--- config.mk ---
export PLATFORM = sky130hd
export DESIGN_NAME = swap_sequencer
export DESIGN_NICKNAME = d
export VERILOG_FILES = /design/src/rtl/swap_pkg.sv /design/src/rtl/swap_fifo.sv /design/src/rtl/swap_sequencer.sv
export SDC_FILE = /design/constraint.sdc
export NUM_CORES = 1
export LEC_CHECK = 0
export ABC_AREA = 1
export BUFFER_PORTS_ARGS = -buffer_cell sky130_fd_sc_hd__buf_2
export CAP_MARGIN = 10
export CORE_ASPECT_RATIO = 1.4
export CORE_MARGIN = 3
export CORE_UTILIZATION = 36
export DETAILED_ROUTE_END_ITERATION = 8
export PLACE_DENSITY = 0.54
export SKIP_LAST_GASP = 1
export SLEW_MARGIN = 0
export SYNTH_ARGS = -nofsm -noshare
export SYNTH_HDL_FRONTEND = slang
export SYNTH_SLANG_ARGS = --single-unit
--- constraint.sdc ---
create_clock -name clk -period 2.9 [get_ports clk]
set_input_delay 0.58 -clock clk [delete_from_list [all_inputs] [get_ports clk]]
set_output_delay 0.58 -clock clk [all_outputs]
set_load 0.05 [all_outputs]
--- src/rtl/swap_pkg.sv ---
// Shared types and helpers for the swap sequencer: swap entry layout and unordered pair compare.
package swap_pkg;

    localparam int unsigned REG_W = 2;

    typedef struct packed {
        logic [REG_W-1:0] ra;
        logic [REG_W-1:0] rb;
    } swap_entry_t;

    function automatic logic pair_eq(swap_entry_t a, swap_entry_t b);
        return ((a.ra == b.ra) && (a.rb == b.rb)) || ((a.ra == b.rb) && (a.rb == b.ra));
    endfunction

endpackage

--- src/rtl/swap_fifo.sv ---
// Circular FIFO of pending swaps; exposes head, tail, raw storage and per-entry valid flags.
// Supports tail cancellation for the SWAP_COALESCE_EN build of swap_sequencer.
module swap_fifo #(
    parameter int unsigned DEPTH = 4
) (
    input  logic                                clk,
    input  logic                                reset,
    input  logic                                clear,
    input  logic                                push,
    input  swap_pkg::swap_entry_t               push_entry,
    input  logic                                pop,
    input  logic                                cancel,
    output swap_pkg::swap_entry_t               head,
    output swap_pkg::swap_entry_t               tail,
    output swap_pkg::swap_entry_t [DEPTH-1:0]   entries,
    output logic [DEPTH-1:0]                    valid,
    output logic [$clog2(DEPTH):0]              count,
    output logic                                full,
    output logic                                empty
);
    import swap_pkg::*;

    localparam int unsigned AW = $clog2(DEPTH);
    localparam int unsigned PW = AW + 1;

    logic [PW-1:0] wptr;
    logic [PW-1:0] rptr;
    logic [AW-1:0] tail_idx;
    swap_entry_t   mem [DEPTH];

    assign count    = wptr - rptr;
    assign full     = (count == PW'(DEPTH));
    assign empty    = (wptr == rptr);
    assign head     = mem[rptr[AW-1:0]];
    assign tail_idx = wptr[AW-1:0] - AW'(1);
    assign tail     = mem[tail_idx];

    always_ff @(posedge clk or posedge reset) begin
        if (reset) begin
            wptr <= '0;
            rptr <= '0;
        end else if (clear) begin
            wptr <= '0;
            rptr <= '0;
        end else begin
            if (pop)
                rptr <= rptr + PW'(1);
            if (push)
                wptr <= wptr + PW'(1);
            else if (cancel)
                wptr <= wptr - PW'(1);
        end
    end

    always_ff @(posedge clk) begin
        if (push && !clear)
            mem[wptr[AW-1:0]] <= push_entry;
    end

    // An entry is live when its distance from the read slot is below the occupancy.
    always_comb begin
        logic [AW-1:0] offs;
        valid   = '0;
        entries = '0;
        for (int unsigned i = 0; i < DEPTH; i++) begin
            offs       = AW'(i) - rptr[AW-1:0];
            valid[i]   = ({1'b0, offs} < count);
            entries[i] = mem[i];
        end
    end

endmodule

--- src/rtl/swap_sequencer.sv ---
// Queues SWAP(ra, rb) from decode and issues one per cycle to the register mapper.
// Optional macro SWAP_COALESCE_EN: a request matching the tail entry cancels it.
module swap_sequencer #(
    parameter int unsigned DEPTH = 4,
    parameter int unsigned REG_W = swap_pkg::REG_W
) (
    input  logic                        clk,
    input  logic                        reset,
    input  logic                        req_valid,
    output logic                        req_ready,
    input  logic [REG_W-1:0]            req_ra,
    input  logic [REG_W-1:0]            req_rb,
    input  logic                        flush,
    input  logic                        hold,
    input  logic [REG_W-1:0]            lookup_ra,
    input  logic [REG_W-1:0]            lookup_rb,
    output logic                        lookup_hazard,
    output logic                        map_swap,
    output logic [REG_W-1:0]            map_reg1,
    output logic [REG_W-1:0]            map_reg2,
    output logic [$clog2(DEPTH+1)-1:0]  count,
    output logic                        busy
);
    import swap_pkg::*;

    localparam int unsigned CW = $clog2(DEPTH) + 1;

    swap_entry_t              req;
    swap_entry_t              head;
    swap_entry_t              tail;
    swap_entry_t [DEPTH-1:0]  entries;
    logic [DEPTH-1:0]         valid;
    logic [CW-1:0]            fifo_count;
    logic                     full;
    logic                     empty;
    logic                     issue;
    logic                     coalesce_hit;
    logic                     accept;
    logic                     push;
    logic                     cancel;

    assign req.ra = req_ra;
    assign req.rb = req_rb;

    assign issue = !empty && !hold && !flush;

`ifdef SWAP_COALESCE_EN
    // The tail cannot be cancelled while it is also the head leaving this cycle.
    assign coalesce_hit = !empty && pair_eq(req, tail) && !((fifo_count == CW'(1)) && issue);
`else
    logic unused_tail;
    assign unused_tail  = ^tail;
    assign coalesce_hit = 1'b0;
`endif

    assign req_ready = !reset && !flush && (!full || coalesce_hit);
    assign accept    = req_valid && req_ready && (req_ra != req_rb);
    assign push      = accept && !coalesce_hit;
    assign cancel    = accept && coalesce_hit;

    swap_fifo #(
        .DEPTH (DEPTH)
    ) u_fifo (
        .clk        (clk),
        .reset      (reset),
        .clear      (flush),
        .push       (push),
        .push_entry (req),
        .pop        (issue),
        .cancel     (cancel),
        .head       (head),
        .tail       (tail),
        .entries    (entries),
        .valid      (valid),
        .count      (fifo_count),
        .full       (full),
        .empty      (empty)
    );

    assign map_swap = issue;
    assign map_reg1 = issue ? head.ra : '0;
    assign map_reg2 = issue ? head.rb : '0;
    assign count    = fifo_count;
    assign busy     = !empty;

    always_comb begin
        lookup_hazard = 1'b0;
        for (int unsigned i = 0; i < DEPTH; i++) begin
            if (valid[i] && ((entries[i].ra == lookup_ra) || (entries[i].rb == lookup_ra) ||
                             (entries[i].ra == lookup_rb) || (entries[i].rb == lookup_rb)))
                lookup_hazard = 1'b1;
        end
    end

endmodule

# Word-level counts from Yosys, hierarchy flattened
# Memories as Yosys holds them, arrays and structs flattened.
# Cells that the tools add are included.
word_totals:
  ff_bits: 6
  ram_bits: 16
  input_bits: 13
  out_inout_bits: 11
  elab_cells: 75
  mem_count: 1
classes:
  addsub: 7
  order_cmp: 4
  eq_ne: 19
  mux: 12
  reduce_logical: 30
mem_list:
  columns: ["name", "words", "word_bits", "read_ports", "rd_ports_with_merged_regs", "wr", "line", "text"]
  rows:
  - ["u_fifo.mem", 4, 4, 5, 0, 1, "swap_fifo.sv:29", "swap_entry_t mem [DEPTH];"]
ops:
  columns: ["op", "n"]
  rows:
  - ["$eq 2x2->1", 16]
  - ["$logic_or 1x1->1", 12]
  - ["$lt 2x3->1", 4]
  - ["$mux 3", 4]
  - ["$logic_and 1x1->1", 11]
  - ["$add 3x1->3 const B", 2]
  - ["$mux 1", 6]
  - ["$logic_not 1->1", 5]
  - ["$mux 2", 2]
  - ["$reduce_bool 2->1", 2]
  - ["$sub 1x2->2 const A", 2]
  - ["$sub 2x2->2 const A", 2]
  - ["$eq 3x3->1", 1]
  - ["$eq 3x3->1 const B", 1]
  - ["$sub 3x3->3", 1]
  - ["$ne 2x2->1", 1]

# Longest topological paths before layout
# An unclocked memory read counts as a cell.
depth:
  depth_word: 10
  depth_mapped: 12

# Cells and area by module
# From an unflattened synthesis, not the netlist that was laid out.
unflattened:
  hier_cells: 327
  hier_area_um2: 2104.5
by_module_without_submodules:
  columns: ["mod", "n_inst", "cells_each", "area_each_um2", "seq_area_each_um2"]
  rows:
  - ["swap_fifo", 1, 156, 1385.1, 630.6]
  - ["swap_sequencer", 1, 171, 719.4, 0.0]

# Worst setup path after synthesis
# Ideal clock, no wire load.
synth_path:
  kind: "reg-to-output"
  start: "reg u_fifo.wptr[0]"
  end: "out lookup_hazard"
  arrival_ns: 2.739
  required_ns: 2.320
  setup_slack_ns: -0.419
  stages_incl_launch_ff: 12
  path_cell_list: "dfrtp_1 > inv_1 > ha_1 > inv_1 > fa_1 > inv_1 > ha_1 > a21oi_1 > nor2_1 > nor2_1 > nor2_1 > nand2_1"
synth_between:
  elab_chain_len: 7
  word_cells_on_any_way: 13
synth_lines:
  columns: ["item", "line", "text"]
  rows:
  - ["start, declared", "swap_fifo.sv:26", "logic [PW-1:0] wptr;"]
  - ["start signal, assigned", "swap_fifo.sv:49", "wptr <= wptr + PW'(1);"]
  - ["start signal, assigned", "swap_fifo.sv:51", "wptr <= wptr - PW'(1);"]
  - ["$sub 3x3->3 (*)", "swap_fifo.sv:31", "assign count = wptr - rptr;"]
  - ["net count[1]", "swap_sequencer.sv:21", "output logic [$clog2(DEPTH+1)-1:0] count,"]
  - ["$lt 2x3->1", "swap_fifo.sv:67", "valid[i] = ({1'b0, offs} < count);"]
  - ["$logic_and 1x1->1", "swap_sequencer.sv:89", "if (valid[i] && ((entries[i].ra == lookup_ra) || (entries[i].rb == lookup_ra) ||"]
  - ["$mux 1 (3 in a row)", "swap_sequencer.sv:89", null]
  - ["$mux 1 (*)", "swap_sequencer.sv:89", null]
  - ["end, declared", "swap_sequencer.sv:17", "output logic lookup_hazard,"]
# The timed path passes the listed nets; every way through them passes the cells marked *.

# Worst setup path in the final report
layout_path:
  start: "reg u_fifo.wptr[0]"
  end: "out lookup_hazard"
layout_between:
  elab_chain_len: 7
  word_cells_on_any_way: 13
layout_lines:
  columns: ["item", "line"]
  rows:
  - ["$sub 3x3->3 (*)", "swap_fifo.sv:31"]
  - ["$lt 2x3->1", "swap_fifo.sv:67"]
  - ["$logic_and 1x1->1", "swap_sequencer.sv:89"]
  - ["$mux 1 (3 in a row)", "swap_sequencer.sv:89"]
  - ["$mux 1 (*)", "swap_sequencer.sv:89"]
# Every way passes the cells marked *; elsewhere a longest branch is shown, timed or not.

==> key figures <==
Timing
  • Final hold slack: 238 ps
  • Slew headroom: 0.733
  • Crit share post-route: 1.00
  • Worst setup margin: -9.49 ps
  • Crit path time final: 2910 ps
  • Worst-Margin Slew: 399 ps
  • Unrepaired setup endpoints after global routing: true
  • Fin. max-slew vios: 0
  • FMAX: 0.344 GHz
  • Final setup fails: 1
  • Final Hold Fails: 0
  • Final clock skew: 7.92 ps

Cells and area
  • Commonest non-fill, non-tap cells in the layout: nand2_1, inv_1, buf_2
  • Share of layout cells above drive strength 1: 0.202
  • Commonest non-fill, non-tap cell in the layout: nand2_1
  • Final core occ: 0.451
  • Ant. Diodes: 0
  • Final cell count without fillers: 371
  • Layout fillers: 545
  • Growth of design area from synthesis to finish: 18.0%
  • Net count, final: 335

Synthesis
  • Ys Warns: 0
  • Synthesized Nets: 303
  • Cells after Synth: 276
  • Register bit total from synthesis: 22
  • Mapped cell area: 1890 um^2
  • Sequential share of the synthesized area: 0.333
  • Synth unique cells: 24
  • Average instance area after synthesis: 6.86 um^2

Clock tree
  • CTS Buf Count: 3
  • CTS Root Cell: clkbuf_8
  • Clock slew at reported path FFs: 80 ps
  • CTS tree: done
  • Number of hold buffers added after CTS: 0
  • # H-tree levels: 1
  • Clk sinks: 22
  • Clock latency on the worst-skew pair: 260 ps
  • CTS max path bufs: 2

Setup path
  • Worst Setup SP: u_fifo.wptr[0]
  • CP Class: reg -> out
  • Startpoint Class: register
  • R2R setup slack: 620 ps
  • Crit path DAT: 2330 ps
  • R2r worst-path depth: 9
  • Worst Setup EP: lookup_hazard
  • Crit path capture type: output port
  • Worst R2R Start: u_fifo.wptr[0]
  • FF-to-FF End: u_fifo.mem[0][3]
  • Worst-path maximum fanout: 5
  • Req. time, crit path: 2320 ps

Global routing
  • Initial antenna violation count: 0
  • GRT Total Usage: 0.154
  • Number of global-route vias before repair: 1548
  • Global-route wire length before repair: 7250 um
  • Largest net degree at the start of global routing: 13
  • Grt ovf: 0

Place
  • DP HPWL: 3570 um
  • PortBufs: 23
  • Gpl congestion: 0.819
  • Cells after DPL: 363

Run status
  • Status: complete, but fails checks
  • Failing checks: setup timing

Routing
  • Vias post-DR: 1701
  • Drt first pass iters: 4
  • Routed Wire Length: 4330 um
  • DR DRC count: 0
  • Post-route ant nets: 0
  • Vias per inst: 4.58
  • 1st-iter DRT viols: 78
  • Wirelength per Cell: 11.7 um

Power and ir drop
  • Pwr Density: 545 nW/um^2
  • Leak Pwr: 1.20 nW
  • VDD IR-drop max: 286 uV
  • Pwr Total: 1.22 mW

Floorplanning
  • Die height: 91.8 um
  • Initial core utilization: 0.382
  • Die ar.: 6180 um^2
  • Core Region: 4950 um^2
  • Die width: 67.3 um
  • IO Pins: 24
  • Core Rows: 30

Hold path
  • Worst hold path type: in -> async

Run
  • Max-cap violations: 0
## cell type report
cell class | instances | area (um^2) | share of cell area
timing repair buffer | 33 | 200 | 0.0895
tap | 64 | 80.1 | 0.0358
clock buffer | 3 | 41.3 | 0.0185
sequential | 22 | 631 | 0.282
clock inverter | 1 | 3.75 | 0.00168
multi-input combinational | 206 | 1110 | 0.497
inverter | 42 | 168 | 0.0750
## per-stage QoR
step / area, um^2 / setup TNS [ps] / setup WS (ps)
final: 2240 / -9.49 / -9.49
after CTS: 2200 / -51.7 / -51.7
after floorplan: 1920 / -214 / -43.3
after global routing: 2240 / -158 / -158
after detailed placement: 2130 / 0 / 88.0
after global placement: 2130 / 0 / 112
## worst max-delay path, cell delays in order, from the launching register on
cell and delay (ps):
dfrtp_1 390, inv_2 80, ha_4 140, inv_4 40, fa_2 560, inv_4 70, ha_1 270, a21oi_1 130
nor2_1 50, nor2_1 80, nor2_1 50, nand2_2 70, buf_8 140
## cells in the mapped netlist
library cell,count,area (um^2)
xor2_1,2,17.5
buf_4,3,22.5
o21ai_0,8,40.0
inv_1,38,143
nand3_4,1,17.5
nand4_2,1,12.5
inv_2,3,11.3
nand2_4,3,33.8
a21boi_4,1,18.8
clkinv_4,1,8.76
o21ai_1,2,10.0
nand2_1,118,443
edfxtp_1,16,480
nand2_2,4,25.0
dfrtp_1,6,150
nand3_2,2,20.0
xnor2_1,5,43.8
fa_1,1,20.0
buf_2,3,15.0
o22ai_1,1,6.26
ha_1,13,163
nor2_1,22,82.6
nand3_1,7,35.0
a21oi_1,15,75.1
## state kept, by name, summed over array words and instances (netlist names)
register and cells:
u_fifo.mem 16, u_fifo.rptr 3, u_fifo.wptr 3
## routing by layer
metal / track usage / vias to the layer above / share of wire
met5: 0 / - / 0
met4: 0.0558 / 0 / 0.018
met3: 0.0159 / 6 / 0.028
met2: 0.254 / 30 / 0.50
met1: 0.202 / 756 / 0.45
li1: - / 909 / -
## what timing repair did
item                                    in CTS  in global routing
setup buffers                                2                  2
pin swaps                                   12                 10
endpoints found under the setup margin       1                  1
gates cloned                                 0                  0
resized for setup                            5                  4
## worst min path at each step
stage	from	end	slack, ps	cells past startpoint
floorplan	reset	u_fifo.rptr[0]	370	1
global placement	reset	u_fifo.wptr[2]	520	2
detailed placement	reset	u_fifo.wptr[1]	530	2
CTS	reset	u_fifo.wptr[2]	250	2
global route	reset	u_fifo.rptr[2]	250	2
finish	reset	u_fifo.rptr[1]	240	2
## power by group
group / internal, mW / leakage [nW] / total (mW) / switching [mW]
Sequential: 0.349 / 0.227 / 0.359 / 0.00949
Combinational: 0.238 / 0.951 / 0.671 / 0.432
Clock: 0.0944 / 0.0231 / 0.188 / 0.0939
Total: 0.682 / 1.20 / 1.22 / 0.536
## cell families after synthesis
logic type / Yosys count / share of synthesized area
simple gates: 158 / 0.353
xor+xnor: 7 / 0.0324
fa+ha+maj: 14 / 0.0964
compound gates: 27 / 0.0793
flops: 22 / 0.333
buf+inv: 48 / 0.106
Note: power is estimated with default switching activity, not from simulation.
